**src/rtl/cpu_pkg.sv**
```systemverilog
// Shared definitions for the CPU control stage: opcode values, FSM state
// encoding, instruction field positions and the decode class bundle.
// No ports (package).
package cpu_pkg;

    localparam int unsigned OPW = 6;

    // Instruction field bit positions
    localparam int unsigned OP_MSB  = 31;
    localparam int unsigned OP_LSB  = 26;
    localparam int unsigned RD_MSB  = 25;
    localparam int unsigned RD_LSB  = 21;
    localparam int unsigned RS_MSB  = 20;
    localparam int unsigned RS_LSB  = 16;
    localparam int unsigned RT_MSB  = 15;
    localparam int unsigned RT_LSB  = 11;
    localparam int unsigned IMM_MSB = 15;
    localparam int unsigned IMM_LSB = 0;

    localparam logic [OPW-1:0] OP_NOOP = 6'b000000;
    localparam logic [OPW-1:0] OP_MOVE = 6'b010000;
    localparam logic [OPW-1:0] OP_ADD  = 6'b010010;
    localparam logic [OPW-1:0] OP_SUB  = 6'b010011;
    localparam logic [OPW-1:0] OP_OR   = 6'b010100;
    localparam logic [OPW-1:0] OP_AND  = 6'b010101;
    localparam logic [OPW-1:0] OP_BEQ  = 6'b100000;
    localparam logic [OPW-1:0] OP_ADDI = 6'b110010;
    localparam logic [OPW-1:0] OP_SUBI = 6'b110011;
    localparam logic [OPW-1:0] OP_ORI  = 6'b110100;
    localparam logic [OPW-1:0] OP_ANDI = 6'b110101;
    localparam logic [OPW-1:0] OP_LI   = 6'b111001;
    localparam logic [OPW-1:0] OP_LWI  = 6'b111011;
    localparam logic [OPW-1:0] OP_SWI  = 6'b111100;

    typedef enum logic [2:0] {
        S_FETCH  = 3'd0,
        S_DECODE = 3'd1,
        S_EXEC   = 3'd2,
        S_MEM    = 3'd3,
        S_WB     = 3'd4
    } state_t;

    // is_valid: the opcode executes (NOOP and unknown opcodes are skipped)
    typedef struct packed {
        logic is_rtype;
        logic is_itype;
        logic is_li;
        logic is_mem;
        logic is_store;
        logic is_branch;
        logic is_valid;
    } dec_t;

endpackage

```
**src/rtl/cpu_ctrl_decode.sv**
```systemverilog
// Combinational opcode classifier for the control stage.
// Ports: opcode (in, OPW) -> dec (out, dec_t class flags).
module cpu_ctrl_decode
    import cpu_pkg::*;
(
    input  logic [OPW-1:0] opcode,
    output dec_t           dec
);

    always_comb begin
        dec = '0;
        case (opcode)
            OP_MOVE, OP_ADD, OP_SUB, OP_OR, OP_AND: dec.is_rtype = 1'b1;
            OP_ADDI, OP_SUBI, OP_ORI, OP_ANDI:      dec.is_itype = 1'b1;
            OP_LI:                                  dec.is_li    = 1'b1;
            OP_LWI:                                 dec.is_mem   = 1'b1;
            OP_SWI: begin
                dec.is_mem   = 1'b1;
                dec.is_store = 1'b1;
            end
            OP_BEQ:                                 dec.is_branch = 1'b1;
            OP_NOOP: ;
            default: ;
        endcase
        dec.is_valid = dec.is_rtype | dec.is_itype | dec.is_li | dec.is_mem | dec.is_branch;
    end

endmodule

```
**src/rtl/cpu_ctrl_fsm.sv**
```systemverilog
// Multi-cycle control stage in front of the ALU: fetch over req/ack, register
// read, ALU drive, memory access and writeback, one instruction in flight.
// Ports: clk, rst_n; imem_req/addr/ack/rdata (fetch); rf_ra2/ra3/rd2/rd3 (RF
// read); alu_op/a/b/r1/zero (ALU); dmem_req/we/addr/wdata/ack/rdata (data);
// rf_we/wa/wd (writeback); perf_cycles/perf_instret (counters).
// Build option: define CTRL_PERF_CNT_EN to build the performance counters;
// otherwise both counter outputs are tied to zero.
module cpu_ctrl_fsm
    import cpu_pkg::*;
#(
    parameter int unsigned   DW       = 32,
    parameter int unsigned   AW       = 16,
    parameter int unsigned   OPW      = cpu_pkg::OPW,
    parameter logic [AW-1:0] RESET_PC = '0
) (
    input  logic           clk,
    input  logic           rst_n,
    output logic           imem_req,
    output logic [AW-1:0]  imem_addr,
    input  logic           imem_ack,
    input  logic [31:0]    imem_rdata,
    output logic [4:0]     rf_ra2,
    output logic [4:0]     rf_ra3,
    input  logic [DW-1:0]  rf_rd2,
    input  logic [DW-1:0]  rf_rd3,
    output logic [OPW-1:0] alu_op,
    output logic [DW-1:0]  alu_a,
    output logic [DW-1:0]  alu_b,
    input  logic [DW-1:0]  alu_r1,
    input  logic           alu_zero,
    output logic           dmem_req,
    output logic           dmem_we,
    output logic [AW-1:0]  dmem_addr,
    output logic [DW-1:0]  dmem_wdata,
    input  logic           dmem_ack,
    input  logic [DW-1:0]  dmem_rdata,
    output logic           rf_we,
    output logic [4:0]     rf_wa,
    output logic [DW-1:0]  rf_wd,
    output logic [31:0]    perf_cycles,
    output logic [31:0]    perf_instret
);

    state_t         state, next_state;
    logic [31:0]    ir;
    logic [AW-1:0]  pc;
    logic [DW-1:0]  a_q, imm_q, imm_sext;
    dec_t           dec;
    logic           fetch_done, mem_done, retire;
    logic           imem_req_d, dmem_req_d, dmem_we_d, rf_we_d;
    logic [OPW-1:0] alu_op_d;
    logic [DW-1:0]  alu_a_d, alu_b_d;

    cpu_ctrl_decode u_decode (
        .opcode (ir[OP_MSB:OP_LSB]),
        .dec    (dec)
    );

    assign imm_sext   = {{(DW-16){ir[IMM_MSB]}}, ir[IMM_MSB:IMM_LSB]};
    // Acks only count while the matching request is actually high
    assign fetch_done = (state == S_FETCH) && imem_req && imem_ack;
    assign mem_done   = (state == S_MEM) && dmem_req && dmem_ack;

    assign imem_addr = pc;
    assign rf_ra2    = ir[RS_MSB:RS_LSB];
    assign rf_ra3    = ir[RT_MSB:RT_LSB];
    assign rf_wa     = ir[RD_MSB:RD_LSB];

    // State register plus registered control outputs
    always_ff @(posedge clk or negedge rst_n) begin
        if (!rst_n) begin
            state    <= S_FETCH;
            imem_req <= 1'b0;
            dmem_req <= 1'b0;
            dmem_we  <= 1'b0;
            rf_we    <= 1'b0;
            alu_op   <= '0;
            alu_a    <= '0;
            alu_b    <= '0;
        end else begin
            state    <= next_state;
            imem_req <= imem_req_d;
            dmem_req <= dmem_req_d;
            dmem_we  <= dmem_we_d;
            rf_we    <= rf_we_d;
            alu_op   <= alu_op_d;
            alu_a    <= alu_a_d;
            alu_b    <= alu_b_d;
        end
    end

    // Next-state logic
    always_comb begin
        next_state = state;
        case (state)
            S_FETCH:  if (fetch_done) next_state = S_DECODE;
            S_DECODE: next_state = dec.is_valid ? S_EXEC : S_FETCH;
            S_EXEC: begin
                if (dec.is_mem)         next_state = S_MEM;
                else if (dec.is_branch) next_state = S_FETCH;
                else                    next_state = S_WB;
            end
            S_MEM:    if (mem_done) next_state = dec.is_store ? S_FETCH : S_WB;
            S_WB:     next_state = S_FETCH;
            default:  next_state = S_FETCH;
        endcase
    end

    // Output logic: values the output registers take for the next state
    always_comb begin
        imem_req_d = (next_state == S_FETCH);
        dmem_req_d = (next_state == S_MEM);
        dmem_we_d  = (next_state == S_MEM) && dec.is_store;
        rf_we_d    = (next_state == S_WB);
        alu_op_d   = '0;
        alu_a_d    = '0;
        alu_b_d    = '0;
        if ((state == S_DECODE) && (next_state == S_EXEC) && !dec.is_mem) begin
            alu_op_d = OPW'(ir[OP_MSB:OP_LSB]);
            if (dec.is_rtype || dec.is_branch) begin
                alu_a_d = rf_rd2;
                alu_b_d = rf_rd3;
            end else if (dec.is_itype) begin
                alu_a_d = rf_rd2;
                alu_b_d = imm_sext;
            end else if (dec.is_li) begin
                alu_b_d = imm_sext;
            end
        end
        retire = ((state == S_DECODE) && !dec.is_valid) ||
                 ((state == S_EXEC) && dec.is_branch) ||
                 (mem_done && dec.is_store) ||
                 (state == S_WB);
    end

    // Datapath registers: IR, operands, memory request payload, result, PC
    always_ff @(posedge clk or negedge rst_n) begin
        if (!rst_n) begin
            pc         <= RESET_PC;
            ir         <= '0;
            a_q        <= '0;
            imm_q      <= '0;
            dmem_addr  <= '0;
            dmem_wdata <= '0;
            rf_wd      <= '0;
        end else begin
            if (fetch_done) ir <= imem_rdata;
            if (state == S_DECODE) begin
                a_q   <= rf_rd2;
                imm_q <= imm_sext;
            end
            if ((state == S_EXEC) && dec.is_mem) begin
                dmem_addr  <= imm_q[AW-1:0];
                dmem_wdata <= a_q;
            end
            if ((state == S_EXEC) && !dec.is_mem && !dec.is_branch) rf_wd <= alu_r1;
            if (mem_done && !dec.is_store) rf_wd <= dmem_rdata;
            if ((state == S_EXEC) && dec.is_branch && alu_zero)
                pc <= pc + AW'(1) + imm_q[AW-1:0];
            else if (retire)
                pc <= pc + AW'(1);
        end
    end

`ifdef CTRL_PERF_CNT_EN
    logic [31:0] cycles_q, instret_q;

    // Free-running cycle and retire counters, wrapping at 2^32
    always_ff @(posedge clk or negedge rst_n) begin
        if (!rst_n) begin
            cycles_q  <= '0;
            instret_q <= '0;
        end else begin
            cycles_q <= cycles_q + 32'd1;
            if (retire) instret_q <= instret_q + 32'd1;
        end
    end

    assign perf_cycles  = cycles_q;
    assign perf_instret = instret_q;
`else
    assign perf_cycles  = '0;
    assign perf_instret = '0;
`endif

endmodule
```
**config.mk**
```make
export PLATFORM = sky130hd
export DESIGN_NAME = cpu_ctrl_fsm
export DESIGN_NICKNAME = d
export VERILOG_FILES = /design/src/rtl/cpu_pkg.sv /design/src/rtl/cpu_ctrl_decode.sv /design/src/rtl/cpu_ctrl_fsm.sv
export SDC_FILE = /design/constraint.sdc
export NUM_CORES = 1
export LEC_CHECK = 0
export ABC_CLOCK_PERIOD_IN_PS = 3950
export CAP_MARGIN = 5
export CORE_MARGIN = 5
export CORE_UTILIZATION = 41
export DETAILED_ROUTE_END_ITERATION = 6
export GPL_ROUTABILITY_DRIVEN = 0
export PLACE_DENSITY = 0.74
export SLEW_MARGIN = 0
export SYNTH_ARGS = -nofsm -noshare
export SYNTH_HDL_FRONTEND = slang
export SYNTH_SLANG_ARGS = --single-unit
export TNS_END_PERCENT = 10
```
**constraint.sdc**
```tcl
create_clock -name clk -period 3.95 [get_ports clk]
set_clock_uncertainty 0.05 [all_clocks]
set_input_delay 0.79 -clock clk [delete_from_list [all_inputs] [get_ports clk]]
set_output_delay 0.79 -clock clk [all_outputs]
set_load 0.01 [all_outputs]
```
==> results.toml <==
[layout]
final_cell_mix = "clkdlybuf4s50_1, dfrtp_1, nand2_1, mux2_2, conb_1"
final_common_cell = "clkdlybuf4s50_1"
synthToLayoutAreaGrowth_pct = 38.50
layout-drive-gt1-share_pct = 12.14
finalNetCount = 1593
nFillCells = 2364

[clock_tree]
cts_max_path_buffers = 3
postCtsSetupBuffers = 0
htree_levels = 1
cts_tree = "yes"
clkSinkCount = 253
cts-buffers-inserted = 28
clock_latency_ns = 0.53
clk_pin_slew_worst_paths_ns = 0.07
root_buffer = "clkbuf_16"

[place]
io_buffers = 349
hpwl_um = 23610

[status]
status = "completed"

[routing]
drtAntennaViolNets = 0
drc = 0
drt-pass1-iter-count = 4
routedWlPerCell_um = 18.21
drt-initial-drc-count = 534
vias = 8783
vias_per_cell = 4.847
routed_wl_um = 32990

[synthesis]
syn-cell-area_sq_um = 11690
yosysSeqAreaShare_pct = 54.16
avgSynthCellArea_sq_um = 10.76
async_reset_ff_share_pct = 100.0
ys.flop_type = "dfrtp_1"
yosysUniqueCellTypes = 74
synth_edf_count = 0
yosysWarnings = 0
synth_cells = 1086
ys_ff_latch = 253

[power]
p_total_w = 0.01157
peakVddDrop_mv = 0.4422
p_per_area_nw_per_um2 = 714.9
p_leak_nw = 7.634

[die]
die_w_um = 178.8
ios = 414
num_rows = 61
die-height_um = 178.8
start_util_pct = 41.84
die-area_sq_um = 31990
coreArea_sq_um = 27930

[grt]
grt_pass1_vias = 9351
track_usage_pct = 20.12
grt_pass1_wl_um = 51130
antenna_found_initial = 4
gr-total-overflow = 0
grt_max_degree = 82

[timing]
setup_tns_ns = 0
fmax_mhz = 278.9
finalCritPeriodShare_pct = 90.79
relSlewSlack_pct = 42.80
period_minus_slack_ns = 3.586
maxSlewViolCount = 0
rsz0062_at_grt = "false"
worstMarginPinSlew_ns = 0.8580
setup_viol = 0
timing.final.hold_violations = 0

[min_path]
min_path_type = "primary input to asynchronous set/reset pin"

[worst_setup_path]
crit_type = "register to register"
rr_worst_depth = 13
critical_path_arrival_ns = 3.99
cp-start-kind = "register"
cp.required_ns = 4.35
critPathMaxFanout = 7
endpoint_kind = "register"

[job]
maxCapViolCount = 0
## registers in the layout (all words and copies together) (netlist names)
name and count:
alu_op 6, dmem_req 1, alu_a 32, rf_wd 32, dmem_we 1, imm_q 16, imem_addr 16, imem_req 1
alu_b 32, rf_we 1, ir 32, a_q 32, dmem_addr 16, dmem_wdata 32, state 3
## synthesized netlist by cell type, types with 3 or more instances
library cell	count	area [sq um]
dfrtp_1	253	6331
nand2_1	220	825.8
buf_4	84	630.6
mux2_2	74	833.3
nor2_1	45	168.9
o21ai_0	36	180.2
and2_1	35	219.0
mux2i_1	34	340.3
a21oi_1	33	165.2
o21ai_1	22	110.1
nand3_1	20	100.1
clkbuf_1	19	71.32
o21a_1	19	142.6
a22oi_1	18	135.1
ha_1	16	200.2
inv_1	15	56.30
buf_2	14	70.07
xnor2_1	13	113.9
xor2_1	11	96.34
buf_6	9	101.4
and3_1	6	37.54
nand4_1	6	37.54
a21o_1	5	37.54
clkbuf_2	5	25.02
a211oi_1	4	30.03
a31oi_1	4	25.02
nor2b_1	4	25.02
a22o_1	3	26.28
nor2_2	3	18.77
o211ai_1	3	22.52
## cells by family (layout without fill, tap and decap cells)
kind of cell	count (synthesis)	after routing	share of synthesized area [%]
XOR/XNOR	24	24	1.798
AND/OR/NAND/NOR	363	363	14.15
adder cells (fa/ha/maj)	17	17	1.884
AO/OA/AOI/OAI	171	171	9.666
flip-flops	253	253	54.16
buffers and inverters	149	433	8.264
other	1	65	0.03208
multiplexers	108	108	10.04
## critical path: stages, from the launching register on
cell      delay, ns
dfrtp_1        0.47
ha_1           0.28
nand3_1        0.25
nor3_2         0.34
nor3b_2        0.31
xor2_1         0.18
ha_1           0.31
a211oi_1       0.31
nor2_1         0.10
nor2_1         0.11
nand3_1        0.13
o311ai_1       0.37
nand4b_1       0.15
o211ai_1       0.12
## stage by stage
step	worst slack (ns)	std cells	instance area (sq um)	hold WS, ns	utilization, %
2_1_floorplan	0.7904	1149	11930	0.3901	-
6_report	0.3639	1812	16190	0.2052	57.95
4_1_cts	0.3049	1811	16180	0.2119	57.93
3_5_place_dp	0.3223	1759	15160	0.4068	54.28
3_3_place_gp	0.5215	1759	15160	0.4018	54.28
5_1_grt	0.1091	1812	16190	0.2356	57.95
## per-layer routing
| layer | vias to the layer above | GRT usage (%) | routed length (um) |
|---|---|---|---|
| met5 | - | 0 | 14 |
| met4 | 4 | 5.277 | 789 |
| met3 | 55 | 5.588 | 2805 |
| met2 | 293 | 34.85 | 16320 |
| met1 | 4253 | 24.82 | 13060 |
| li1 | 4178 | - | - |
## final timing paths
kind | slack, ns | from | end
max | 0.36 | imem_addr[0]$_DFFE_PN0P_ | imem_addr[15]$_DFFE_PN0P_
min | 0.21 | rst_n | imem_addr[9]$_DFFE_PN0P_
max reg2reg | 0.36 | imem_addr[0]$_DFFE_PN0P_ | imem_addr[15]$_DFFE_PN0P_
min reg2reg | 0.42 | a_q[1]$_DFFE_PN0N_ | a_q[1]$_DFFE_PN0N_
max in group asynchronous | 2.75 | rst_n | rf_wd[20]$_DFFE_PN0P_
min in group clk | 0.42 | a_q[1]$_DFFE_PN0N_ | a_q[1]$_DFFE_PN0N_
## cell type report
cell class	count	area, sq um	area share, %
clock inverter	14	209.0	1.291
multi-input combinational	747	4661	28.79
clock buffer	38	809.5	5.000
timing repair buffer	365	3643	22.51
antenna	1	2.502	0.01546
sequential	253	6331	39.11
tap	378	473.0	2.921
inverter	16	60.06	0.3710
## timing repair
item | in CTS | in global routing
resized for setup | 0 | 1
hold endpoints to repair | 0 | 0
endpoints found under the setup margin | 0 | 1
hold buffers | 0 | 0
## power breakdown
part	internal, W	switching [W]
clock network	0.00176	0.00105
logic	0.00219	0.00255
registers	0.00338	0.000637
total	0.00733	0.00424
No activity file was read; power rests on OpenSTA's default activity.
